[src/rtl/clkgate_pkg.sv]
// Shared definitions for the per-domain clock-gating controller:
// channel state encoding and its width.
package clkgate_pkg;

  localparam int STATE_W = 2;

  typedef enum logic [STATE_W-1:0] {
    ST_ON   = 2'b00,
    ST_WAKE = 2'b01,
    ST_OFF  = 2'b10
  } state_e;

endpackage

[src/rtl/clkgate_ctrl_chan.sv]
// One gating channel: idle counter, ON/OFF/WAKE state machine and the
// registered wake acknowledge for a single clock domain.
module clkgate_ctrl_chan
  import clkgate_pkg::*;
#(
  parameter int IDLE_W      = 8,
  parameter int WAKE_CYCLES = 2
) (
  input  logic              clk,
  input  logic              rst_n,
  input  logic [IDLE_W-1:0] cfg_idle,
  input  logic              busy,
  input  logic              wake_req,
  input  logic              force_on,
  output logic              wake_ack,
  output logic              gate,
  output logic              gated
);

  localparam logic [IDLE_W-1:0] WAKE_LAST = IDLE_W'(WAKE_CYCLES - 1);

  state_e            r_state;
  logic [IDLE_W-1:0] r_cnt;
  logic              r_gate;
  logic              r_gated;
  logic              r_ack;

  logic              w_act;
  logic [IDLE_W:0]   w_cnt_inc;
  logic              w_idle_hit;
  logic              w_wake_done;
  logic              w_cfg_off;

  // One extra bit on the compare so cnt+1 cannot wrap below the threshold.
  assign w_act       = busy | wake_req | force_on;
  assign w_cnt_inc   = {1'b0, r_cnt} + {{IDLE_W{1'b0}}, 1'b1};
  assign w_idle_hit  = (w_cnt_inc >= {1'b0, cfg_idle});
  assign w_wake_done = (r_cnt == WAKE_LAST);
  assign w_cfg_off   = (cfg_idle == {IDLE_W{1'b0}});

  // Channel state, idle/settle counter and registered outputs.
  always_ff @(posedge clk or negedge rst_n) begin
    if (!rst_n) begin
      r_state <= ST_ON;
      r_cnt   <= {IDLE_W{1'b0}};
      r_gate  <= 1'b1;
      r_gated <= 1'b0;
      r_ack   <= 1'b0;
    end else begin
      r_ack <= wake_req & (r_state == ST_ON);
      case (r_state)
        ST_ON: begin
          if (w_act || w_cfg_off) begin
            r_cnt <= {IDLE_W{1'b0}};
          end else if (w_idle_hit) begin
            r_state <= ST_OFF;
            r_gate  <= 1'b0;
            r_gated <= 1'b1;
            r_cnt   <= {IDLE_W{1'b0}};
          end else begin
            r_cnt <= w_cnt_inc[IDLE_W-1:0];
          end
        end
        ST_OFF: begin
          if (w_act) begin
            r_state <= ST_WAKE;
            r_gate  <= 1'b1;
            r_gated <= 1'b0;
            r_cnt   <= {IDLE_W{1'b0}};
          end else begin
            r_state <= ST_OFF;
          end
        end
        // Settle time cannot be cut short; inputs are ignored until ON.
        ST_WAKE: begin
          if (w_wake_done) begin
            r_state <= ST_ON;
            r_cnt   <= {IDLE_W{1'b0}};
          end else begin
            r_cnt <= w_cnt_inc[IDLE_W-1:0];
          end
        end
        default: begin
          r_state <= ST_ON;
          r_gate  <= 1'b1;
          r_gated <= 1'b0;
          r_cnt   <= {IDLE_W{1'b0}};
        end
      endcase
    end
  end

  assign wake_ack = r_ack;
  assign gate     = r_gate;
  assign gated    = r_gated;

endmodule

[src/rtl/clkgate_ctrl.sv]
// Per-domain clock-gating controller: one independent channel per gated
// domain, all sharing the idle threshold. Drives the external clkgate cells.
module clkgate_ctrl
  import clkgate_pkg::*;
#(
  parameter int N_DOM       = 4,
  parameter int IDLE_W      = 8,
  parameter int WAKE_CYCLES = 2
) (
  input  logic              clk,
  input  logic              rst_n,
  input  logic [IDLE_W-1:0] cfg_idle,
  input  logic [N_DOM-1:0]  force_on,
  input  logic [N_DOM-1:0]  busy,
  input  logic [N_DOM-1:0]  wake_req,
  output logic [N_DOM-1:0]  wake_ack,
  output logic [N_DOM-1:0]  gate,
  output logic [N_DOM-1:0]  gated
);

  for (genvar g = 0; g < N_DOM; g++) begin : g_chan
    clkgate_ctrl_chan #(
      .IDLE_W      (IDLE_W),
      .WAKE_CYCLES (WAKE_CYCLES)
    ) u_chan (
      .clk      (clk),
      .rst_n    (rst_n),
      .cfg_idle (cfg_idle),
      .busy     (busy[g]),
      .wake_req (wake_req[g]),
      .force_on (force_on[g]),
      .wake_ack (wake_ack[g]),
      .gate     (gate[g]),
      .gated    (gated[g])
    );
  end

endmodule

[config.mk]
export PLATFORM = sky130hd
export DESIGN_NAME = clkgate_ctrl
export DESIGN_NICKNAME = d
export VERILOG_FILES = /design/src/rtl/clkgate_pkg.sv /design/src/rtl/clkgate_ctrl_chan.sv /design/src/rtl/clkgate_ctrl.sv
export SDC_FILE = /design/constraint.sdc
export NUM_CORES = 1
export LEC_CHECK = 0
export ABC_AREA = 1
export CORE_MARGIN = 2
export CORE_UTILIZATION = 50
export DETAILED_ROUTE_END_ITERATION = 10
export PLACE_DENSITY = 0.82
export REMOVE_ABC_BUFFERS = 1
export SETUP_SLACK_MARGIN = 0.3
export SYNTH_ARGS = -nofsm -noshare
export SYNTH_HDL_FRONTEND = slang
export SYNTH_SLANG_ARGS = --single-unit
export TNS_END_PERCENT = 100
[constraint.sdc]
create_clock -name clk -period 3.3 [get_ports clk]
set_input_delay 0.66 -clock clk [delete_from_list [all_inputs] [get_ports clk]]
set_output_delay 0.66 -clock clk [all_outputs]
set_load 0.03 [all_outputs]
After elaboration in Yosys (flattened, before gate mapping)

Cells that the tools add are included.

Eq/ne operators: 28
$mul: 0
Div/mod/pow operators: 0
Reductions and logical operators: 17
Shift-type cells: 0
Add/sub/neg operators: 4
Muxes and demuxes: 72
Order comparisons: 4
Bitwise operators: 16

Operator list:

| operator              | number |
|---|---|
| $mux W8               | 16 |
| $pmux W8 S3           | 4 |
| $add A8 B1 Y9 const B | 4 |
| $ge A9 B8 Y1          | 4 |
| $eq A8 B1 Y1 const B  | 4 |
| $mux W2               | 16 |
| $mux W1               | 24 |
| $ne A2 B1 Y1 const B  | 12 |
| $pmux W1 S3           | 8 |
| $pmux W2 S3           | 4 |
| $reduce_and A4 Y1     | 4 |
| $reduce_and A3 Y1     | 4 |
| $eq A2 B1 Y1 const B  | 4 |
| $eq A2 B2 Y1 const B  | 4 |
| $logic_not A2 Y1      | 4 |
| $logic_not A8 Y1      | 1 |
| $ne A2 B2 Y1 const B  | 4 |
| $or A1 B1 Y1          | 8 |
| $and A1 B1 Y1         | 4 |
| $logic_or A1 B1 Y1    | 4 |
| $not A1 Y1            | 4 |

Memories kept: 0
Memory bits (writable): 0
Latch bits: 0
ROM bits: 0
Bits in registers: 52

Longest topological paths before layout

Gate-level depths: netlist of the first run.

Word-level depth: 5
Mapped depth: 17
Mapped depth without buffers: 17

Hierarchy

A second synthesis of the first run with hierarchy kept.

Cell total of the unflattened synthesis: 609
Area, all modules: 4105.2 um^2

By module, submodules not included:

| module                                    | seq. area each (um^2) | area each (um^2) | cells an instance | instances |
|---|---|---|---|---|
| clkgate_ctrl_chan at g_chan[0].u_chan ... | 326.6                 | 1026.0           | 153               | 3 |
| clkgate_ctrl_chan at g_chan[3].u_chan     | 326.6                 | 1027.2           | 150               | 1 |

Worst setup path after synthesis of the first run

OpenSTA, ideal clock, no wires.

Path type: register to register
From: register g_chan[2].u_chan.r_cnt[0]
To: register g_chan[2].u_chan.r_gated
Stages on the path, launching flop included: 17
Clock period less this slack: 2.030 ns
Arrival time: 1.914 ns
Data required time: 3.183 ns
Path slack: 1.270 ns
Cell sequence: dfrtp_1 ha_1 nand3_2 xor2_1 inv_1 ha_1 nand2_1 inv_1 nand3_1 nand3_1 nand2_1 nand2_1 nand2_1 nand2_2 nand3_1 nand2_1 nand2_1

Longest elaborated chain between the ends: 4

Ends and longest elaborated chain:

| element                     | line                    | RTL |
|---|---|---|
| start, declared             | clkgate_ctrl_chan.sv:23 | `logic [IDLE_W-1:0] r_cnt;` |
| start signal, assigned      | clkgate_ctrl_chan.sv:45 | `r_cnt <= {IDLE_W{1'b0}};` |
| start signal, assigned      | clkgate_ctrl_chan.sv:54 | `r_cnt <= {IDLE_W{1'b0}};` |
| start signal, assigned      | clkgate_ctrl_chan.sv:59 | `r_cnt <= {IDLE_W{1'b0}};` |
| $add A8 B1 Y9               | clkgate_ctrl_chan.sv:36 | `assign w_cnt_inc = {1'b0, r_cnt} + {{IDLE_W{1'b0}}, 1'b1};` |
| $ge A9 B8 Y1                | clkgate_ctrl_chan.sv:37 | `assign w_idle_hit = (w_cnt_inc >= {1'b0, cfg_idle});` |
| $ne A2 B1 Y1 (no line)      | --                      |  |
| $reduce_and A4 Y1 (no line) | --                      |  |
| end signal, assigned        | clkgate_ctrl_chan.sv:47 | `r_gated <= 1'b0;` |
| end signal, assigned        | clkgate_ctrl_chan.sv:58 | `r_gated <= 1'b1;` |
| end signal, assigned        | clkgate_ctrl_chan.sv:68 | `r_gated <= 1'b0;` |
| end, declared               | clkgate_ctrl_chan.sv:25 | `logic r_gated;` |

No other way between the ends.
A chain may end at the register's enable or synchronous reset.

Final worst setup path of the first run

From: register g_chan[1].u_chan.r_cnt[0]
To: register g_chan[1].u_chan.r_cnt[7]

Longest elaborated chain between the ends: 5

Ends and longest elaborated chain:

| element                | line                    | RTL |
|---|---|---|
| start, declared        | clkgate_ctrl_chan.sv:23 |  |
| start signal, assigned | clkgate_ctrl_chan.sv:45 |  |
| start signal, assigned | clkgate_ctrl_chan.sv:54 |  |
| start signal, assigned | clkgate_ctrl_chan.sv:59 |  |
| $add A8 B1 Y9          | clkgate_ctrl_chan.sv:36 |  |
| $ge A9 B8 Y1           | clkgate_ctrl_chan.sv:37 |  |
| $mux W8                | clkgate_ctrl_chan.sv:55 | `end else if (w_idle_hit) begin` |
| $mux W8                | clkgate_ctrl_chan.sv:53 | `if (w_act \|\| w_cfg_off) begin` |
| $pmux W8 S3 *          | clkgate_ctrl_chan.sv:51 | `case (r_state)` |

Mark *: on every way between the ends. The rest lies on a longest branch, timed or not.

==> results of run 1 <==
==> report_power, final <==
part | switching, mW | total, mW | internal [mW]
registers | 0.101 | 0.841 | 0.741
logic | 0.550 | 0.877 | 0.327
clock network | 0.217 | 0.465 | 0.248
total | 0.868 | 2.18 | 1.32
==> cell families after synthesis <==
logic type | count (synthesis) | synth area share
AND/OR/NAND/NOR | 339 | 0.381
buffers and inverters | 98 | 0.104
flip-flops | 52 | 0.327
adder cells (fa/ha/maj) | 40 | 0.125
XOR/XNOR | 17 | 0.0373
AO/OA/AOI/OAI | 15 | 0.0248
==> cells in the final DEF, fill, tap and decap left out, types with 5 or more instances in the layout <==
cell type        Yosys  layout
nand2_1            183     183
nor2_1              75      75
nand2_2              6       6
a21oi_1              8       8
xor2_1              15      15
nand4_1              9       9
dfrtp_1             48      48
clkbuf_8             0       6
clkdlybuf4s50_1      0      32
inv_1               76      76
nand3_1             37      37
nor2_2               5       5
nor2_4               6       6
inv_2                6       6
ha_1                40      40
==> worst min path at each step <==
| stage | to | slack, ps | cells after the start |
|---|---|---|---|
| detailed placement | g_chan[0].u_chan.gate | 460 | 2 |
| global route | g_chan[0].u_chan.gate | 490 | 2 |
| floorplan | g_chan[0].u_chan.gated | 360 | 0 |
| CTS | g_chan[1].u_chan.gate | 470 | 2 |
| finish | g_chan[1].u_chan.wake_ack | 460 | 1 |
| global placement | g_chan[1].u_chan.gate | 450 | 2 |
==> per-stage QoR <==
step           cells  hold slack (ps)  setup WS, ps
2_1_floorplan    545              364          1260
3_3_place_gp     682              453           793
3_5_place_dp     682              457           720
4_1_cts          690              472           983
5_1_grt          690              487           667
6_report         690              459           973
==> synth_stat cells <==
master,n
nor3_1,2
o21ai_0,1
nor2_2,5
clkbuf_1,1
nand4_1,9
or2_4,1
inv_2,6
buf_2,3
xor2_1,15
nor4_1,2
buf_4,12
nand3_1,37
nand2_2,6
nor3_4,1
xnor2_1,2
a31oi_4,1
ha_1,40
nor2_4,6
dfrtp_1,48
nand2_1,183
nand2_4,1
inv_1,76
or3_4,4
nand3_2,4
o21ai_1,4
a21oi_1,8
and2_1,1
nor3b_2,2
o31ai_2,1
dfstp_2,4
nor2_1,75
==> final cells by class <==
| type | instances | area share |
|---|---|---|
| Multi-Input combinational cell | 411 | 0.507 |
| Timing Repair Buffer | 35 | 0.0761 |
| Inverter | 82 | 0.0688 |
| Clock buffer | 6 | 0.0185 |
| Sequential cell | 52 | 0.292 |
| Clock inverter | 2 | 0.00867 |
| Tap cell | 102 | 0.0285 |
==> sequential cells by signal, summed over array words and instances, names as in the netlist <==
name,flops
g_chan.u_chan.r_cnt,32
g_chan.u_chan.gated,4
g_chan.u_chan.r_state,8
g_chan.u_chan.wake_ack,4
g_chan.u_chan.gate,4
==> routing by layer <==
metal,vias to the layer above,track usage
met5,-,0
met3,13,0.0274
met4,0,0.0490
met2,64,0.335
li1,1783,-
met1,1581,0.255
==> run_results.csv, run 1 <==
group,metric,value,unit
synthesis,synth_largest_area_cell,"dfrtp_1",
outcome,status,"finished clean",
synthesis,yosys.area.top_type_share,0.301,
placement,port-buffer-count,33,
route,post-route-drc-count,0,
final_layout,area_growth_syn_to_layout,12.0,%
clock_network,cts_hold_repair.buffers,0,
sta,totalNegativeSetupSlack,0,ps
grt,grt_pass1_vias,3144,
pwr,cellLeakagePower,2.55,nW
sta,timing.clock.skew,5.19,ps
route,routed_wl,7910,microns
clock_network,clock_insertion_delay_worst_skew,300,ps
route,drt_iter0_markers,113,
route,first_pass_iters,4,
route,highest_layer,"met4",
route,final_antenna_net_count,0,
final_layout,filler_cell_count,671,
critical_path,crit_path_top_delay_cell,"dfrtp_1",
critical_path,crit_family,"simple AND/OR/NAND/NOR gates",
placement,place_area,4350,sq um
critical_path,cp.depth,13,
sta,timing.slew.headroom,0.417,
sta,setup_violations,0,
placement,routabilityCongestion,0.856,
route,vias_after_detailed_routing,3441,
clock_network,post_cts_resized,0,
synthesis,postSynthAreaPerCell,7.12,sq um
grt,global_route.overflow_total,0,
final_layout,multi_input_area,2270,sq um
critical_path,worstPathArrival,2580,ps
floorplan,core-area,7730,sq um
synthesis,yosysWarnings,0,
synthesis,ys_seq_area_frac,0.327,
route,met2_wirelength,3870,microns
critical_path,r2r_end,"g_chan[1].u_chan.r_cnt[7]",
sta,hold_viol_final,0,
floorplan,ios,34,
route,met1Wirelength,3640,microns
pwr,vdd_drop_max,0.283,mV
sta,worst_slew_pin_slew,874,ps
critical_path,worst_path_cell_chain,"ha_1, nand3_1, xnor2_1, ha_1, a21oi_1, nand3_1, nand2_1, nand2_1, nand2_1, nand3_1, nand2_2, nand2_1, nand2_1",
pwr,power.density_cell_area,488,nW/um^2
floorplan,die_area,8720,sq um
floorplan,effective_utilization_at_floorplan,0.517,
floorplan,die_width,93.4,microns
synthesis,yosys_register_bits,52,
clock_network,numCtsBuffers,5,
sta,final.period_utilization,0.705,
synthesis,syn_inst,561,
final_layout,final_core_utilization,0.579,
sta,slew_limit_fails,0,
final_layout,seq_area,1310,sq um
critical_path,critical_path.startpoint_type,"flip-flop",
grt,grt_util_overall,0.194,
sta,grt_setup_unrepaired,"no",
critical_path,worstSetupEndpoint,"g_chan[1].u_chan.r_cnt[7]",
critical_path,worst_setup_path_end_kind,"flip-flop",
clock_network,cts.root.buffer_cell,"clkbuf_8",
route,route.detailed.wl_per_inst,11.5,microns
floorplan,num_rows,32,
grt,global_route_wire_length_before_repair,13600,microns
critical_path,path_depth_of_the_worst_reg2reg_path,13,
final_layout,nNetsFinal,649,
synthesis,netlist-cell-type-count,31,
pwr,post-layout-total-power,2.18,mW
critical_path,largest_stage_delay_worst_path,460,ps
final_layout,antenna_cells_inserted,0,
run,drv.max_cap_violation_count,0,
floorplan,die_h,93.4,microns
critical_path,required_time_worst_endpoint,3550,ps
final_layout,share_of_layout_cells_above_drive_strength_1,0.0901,
route,met3_wirelength,251,microns
critical_path,max_fo_critical_path,8,
worst_hold_path,class_of_the_worst_hold_path,"input port to async pin",
critical_path,crit_path_start,"g_chan[1].u_chan.r_cnt[0]",
grt,antenna_found_initial,0,
critical_path,path_common_cell,"nand2_1",
critical_path,rr_startpoint,"g_chan[1].u_chan.r_cnt[0]",
clock_network,tritoncts,"built",
clock_network,h_tree_depth,2,
final_layout,post_layout_instance_area,4470,sq um
synthesis,synth_area,3990,sq um
critical_path,critical_path_buf_inv_count,0,
clock_network,cts.reportedPaths.clkPinSlew,100,ps
sta,layout_min_cycle_time,2330,ps
clock_network,post-cts-setup-buffer-count,0,
critical_path,path_class,"flip-flop to flip-flop",
clock_network,cts_sinks,52,
clock_network,clock_tree.buffer_depth,2,
grt,grt_max_degree,40,
synthesis,ys_top_cells_by_area,"dfrtp_1 (30%), nand2_1 (17%), ha_1 (13%)",
sta,fmax,0.430,GHz
route,viasPerCell,4.99,
critical_path,rrSetupSlack,970,ps
placement,detailed_place_hpwl,6090,microns
No activity file was read; power rests on OpenSTA's default activity.
==> run 2, diff against run 1 <==
PLACE_DENSITY = 0.85   (was 0.82)
clock period = 2 ns   (was 3.3 ns; I/O delays follow)
==> run 2 against run 1 <==
  * The flow now finishes with violations (setup timing)
  * Die area unchanged
  * Core utilization grew 14 points
  * Critical path depth increased by 2
  * Critical endpoint is now g_chan[1].u_chan.r_cnt[1]
==> run_results.csv, run 2 (synthesized netlist as in run 1, its figures left out) <==
group,metric,value,unit
clock_network,clock_tree.buffer_depth,2,
route,final_antenna_net_count,0,
route,viasPerCell,5.57,
pwr,cellLeakagePower,2.97,nW
grt,antenna_found_initial,0,
sta,timing.clock.skew,11.1,ps
final_layout,area_growth_syn_to_layout,38.9,%
floorplan,effective_utilization_at_floorplan,0.517,
final_layout,multi_input_area,2860,sq um
final_layout,mostFrequentLayoutCell,"nand2_1",
critical_path,worstPathArrival,2530,ps
route,routed_wl,12800,microns
sta,slew_limit_fails,0,
sta,grt_setup_unrepaired,"yes",
sta,fin_ws,-307,ps
grt,grt_max_degree,32,
worst_hold_path,class_of_the_worst_hold_path,"input port to async pin",
outcome,status,"finished with violations",
critical_path,max_fo_critical_path,8,
sta,layout_min_cycle_time,2310,ps
pwr,power.density_cell_area,760,nW/um^2
clock_network,numCtsBuffers,5,
final_layout,largest_register_ffs,32,
placement,port-buffer-count,33,
critical_path,required_time_worst_endpoint,2220,ps
placement,dp.cells,721,
critical_path,worst_setup_path_end_kind,"flip-flop",
final_layout,layoutNonFillerInstCount,751,
final_layout,seq_area,1310,sq um
clock_network,cts.reportedPaths.clkPinSlew,110,ps
sta,final.period_utilization,1.15,
pwr,vdd_drop_max,0.489,mV
final_layout,reg.largest.list,"g_chan.u_chan.r_cnt: 32 flops, g_chan.u_chan.r_state: 8 flops",
clock_network,cts_sinks,52,
placement,routabilityCongestion,0.868,
route,vias_after_detailed_routing,4182,
sta,timing.slew.headroom,0.642,
grt,grt_util_overall,0.255,
sta,setup_violations,44,
final_layout,filler_cell_count,497,
floorplan,die_width,93.4,microns
sta,worst_slew_pin_slew,536,ps
clock_network,h_tree_depth,2,
route,drt_iter0_markers,243,
outcome,violations,"setup timing",
final_layout,top_register,"g_chan.u_chan.r_cnt",
route,post-route-drc-count,0,
critical_path,critical_path.startpoint_type,"flip-flop",
clock_network,cts.root.buffer_cell,"clkbuf_8",
route,route.detailed.wl_per_inst,17.0,microns
final_layout,antenna_cells_inserted,0,
run,drv.max_cap_violation_count,0,
floorplan,die_h,93.4,microns
grt,global_route_wire_length_before_repair,17900,microns
floorplan,ios,34,
critical_path,path_class,"flip-flop to flip-flop",
sta,hold_viol_final,0,
route,first_pass_iters,7,
floorplan,num_rows,32,
sta,fmax,0.433,GHz
final_layout,share_of_layout_cells_above_drive_strength_1,0.322,
clock_network,clock_insertion_delay_worst_skew,320,ps
pwr,post-layout-total-power,4.21,mW
final_layout,nNetsFinal,710,
floorplan,die_area,8720,sq um
grt,global_route.overflow_total,0,
placement,detailed_place_hpwl,7080,microns
final_layout,final_cell_mix,"nand2_1 (147), inv_1 (74), nor2_1 (71), buf_4 (55), dfrtp_1 (44)",
floorplan,core-area,7730,sq um
clock_network,cts_hold_repair.buffers,0,
grt,grt_pass1_vias,3932,
clock_network,tritoncts,"built",
-- run 2: critical path, cell delays in order, from the launching register on --
cell	delay (ps)
dfrtp_1	450
buf_4	160
buf_4	140
xor2_2	180
ha_1	340
nand2_1	90
nor2_1	110
nand2_1	60
nand3_1	80
nand2_1	70
nand2_1	80
nand2_2	80
nand3_2	90
nand2_4	110
nand2_1	100
nand2_1	60
-- run 2: routing by layer --
metal	vias to the layer above	global-route usage	part of all wire
met3	87	0.0371	0.071
met5	-	0	0
met1	1953	0.295	0.36
met4	0	0.0944	0.060
li1	1886	-	-
met2	256	0.472	0.51
-- run 2: final timing paths --
path / startpoint / to / slack [ps] / depth (start not counted)
setup reg to reg: g_chan[1].u_chan.r_cnt[2] / g_chan[1].u_chan.r_cnt[1] / -310 / 15
min in group clk: g_chan[3].u_chan.gate / g_chan[3].u_chan.gate / 470 / 2
hold / removal: rst_n / g_chan[1].u_chan.r_cnt[5] / 40 / 1
setup / recovery: g_chan[1].u_chan.r_cnt[2] / g_chan[1].u_chan.r_cnt[1] / -310 / 15
hold reg to reg: g_chan[3].u_chan.gate / g_chan[3].u_chan.gate / 470 / 2
max in group asynchronous: rst_n / g_chan[2].u_chan.gate / 1320 / 2
-- run 2: cell type report --
cell class	count	area share
sequential	52	0.237
timing repair buffer	96	0.150
inverter	82	0.0555
tap	102	0.0230
clock buffer	5	0.0124
clock inverter	3	0.00767
multi-input combinational	411	0.515
-- run 2: report_power, final --
group | switching [mW] | internal [mW]
clock network | 0.385 | 0.371
logic | 1.30 | 0.760
registers | 0.167 | 1.23
total | 1.85 | 2.36
-- run 2: timing repair --
action                     4_1_cts  5_1_grt
buffers inserted                12       10
pin swaps                       44       63
setup endpoints to repair       56       44
resized for setup               72       68
-- run 2: through the flow --
step	utilization	area, sq um	setup TNS, ps	worst slack (ps)	hold slack, ps
detailed placement	0.604	4670	-9110	-258	409
floorplan	-	3880	-209	-36.9	104
global placement	0.604	4670	-6810	-176	406
finish	0.717	5540	-8940	-307	39.9
global route	0.717	5540	-13660	-400	67.8
CTS	0.665	5140	-3450	-140	62.3
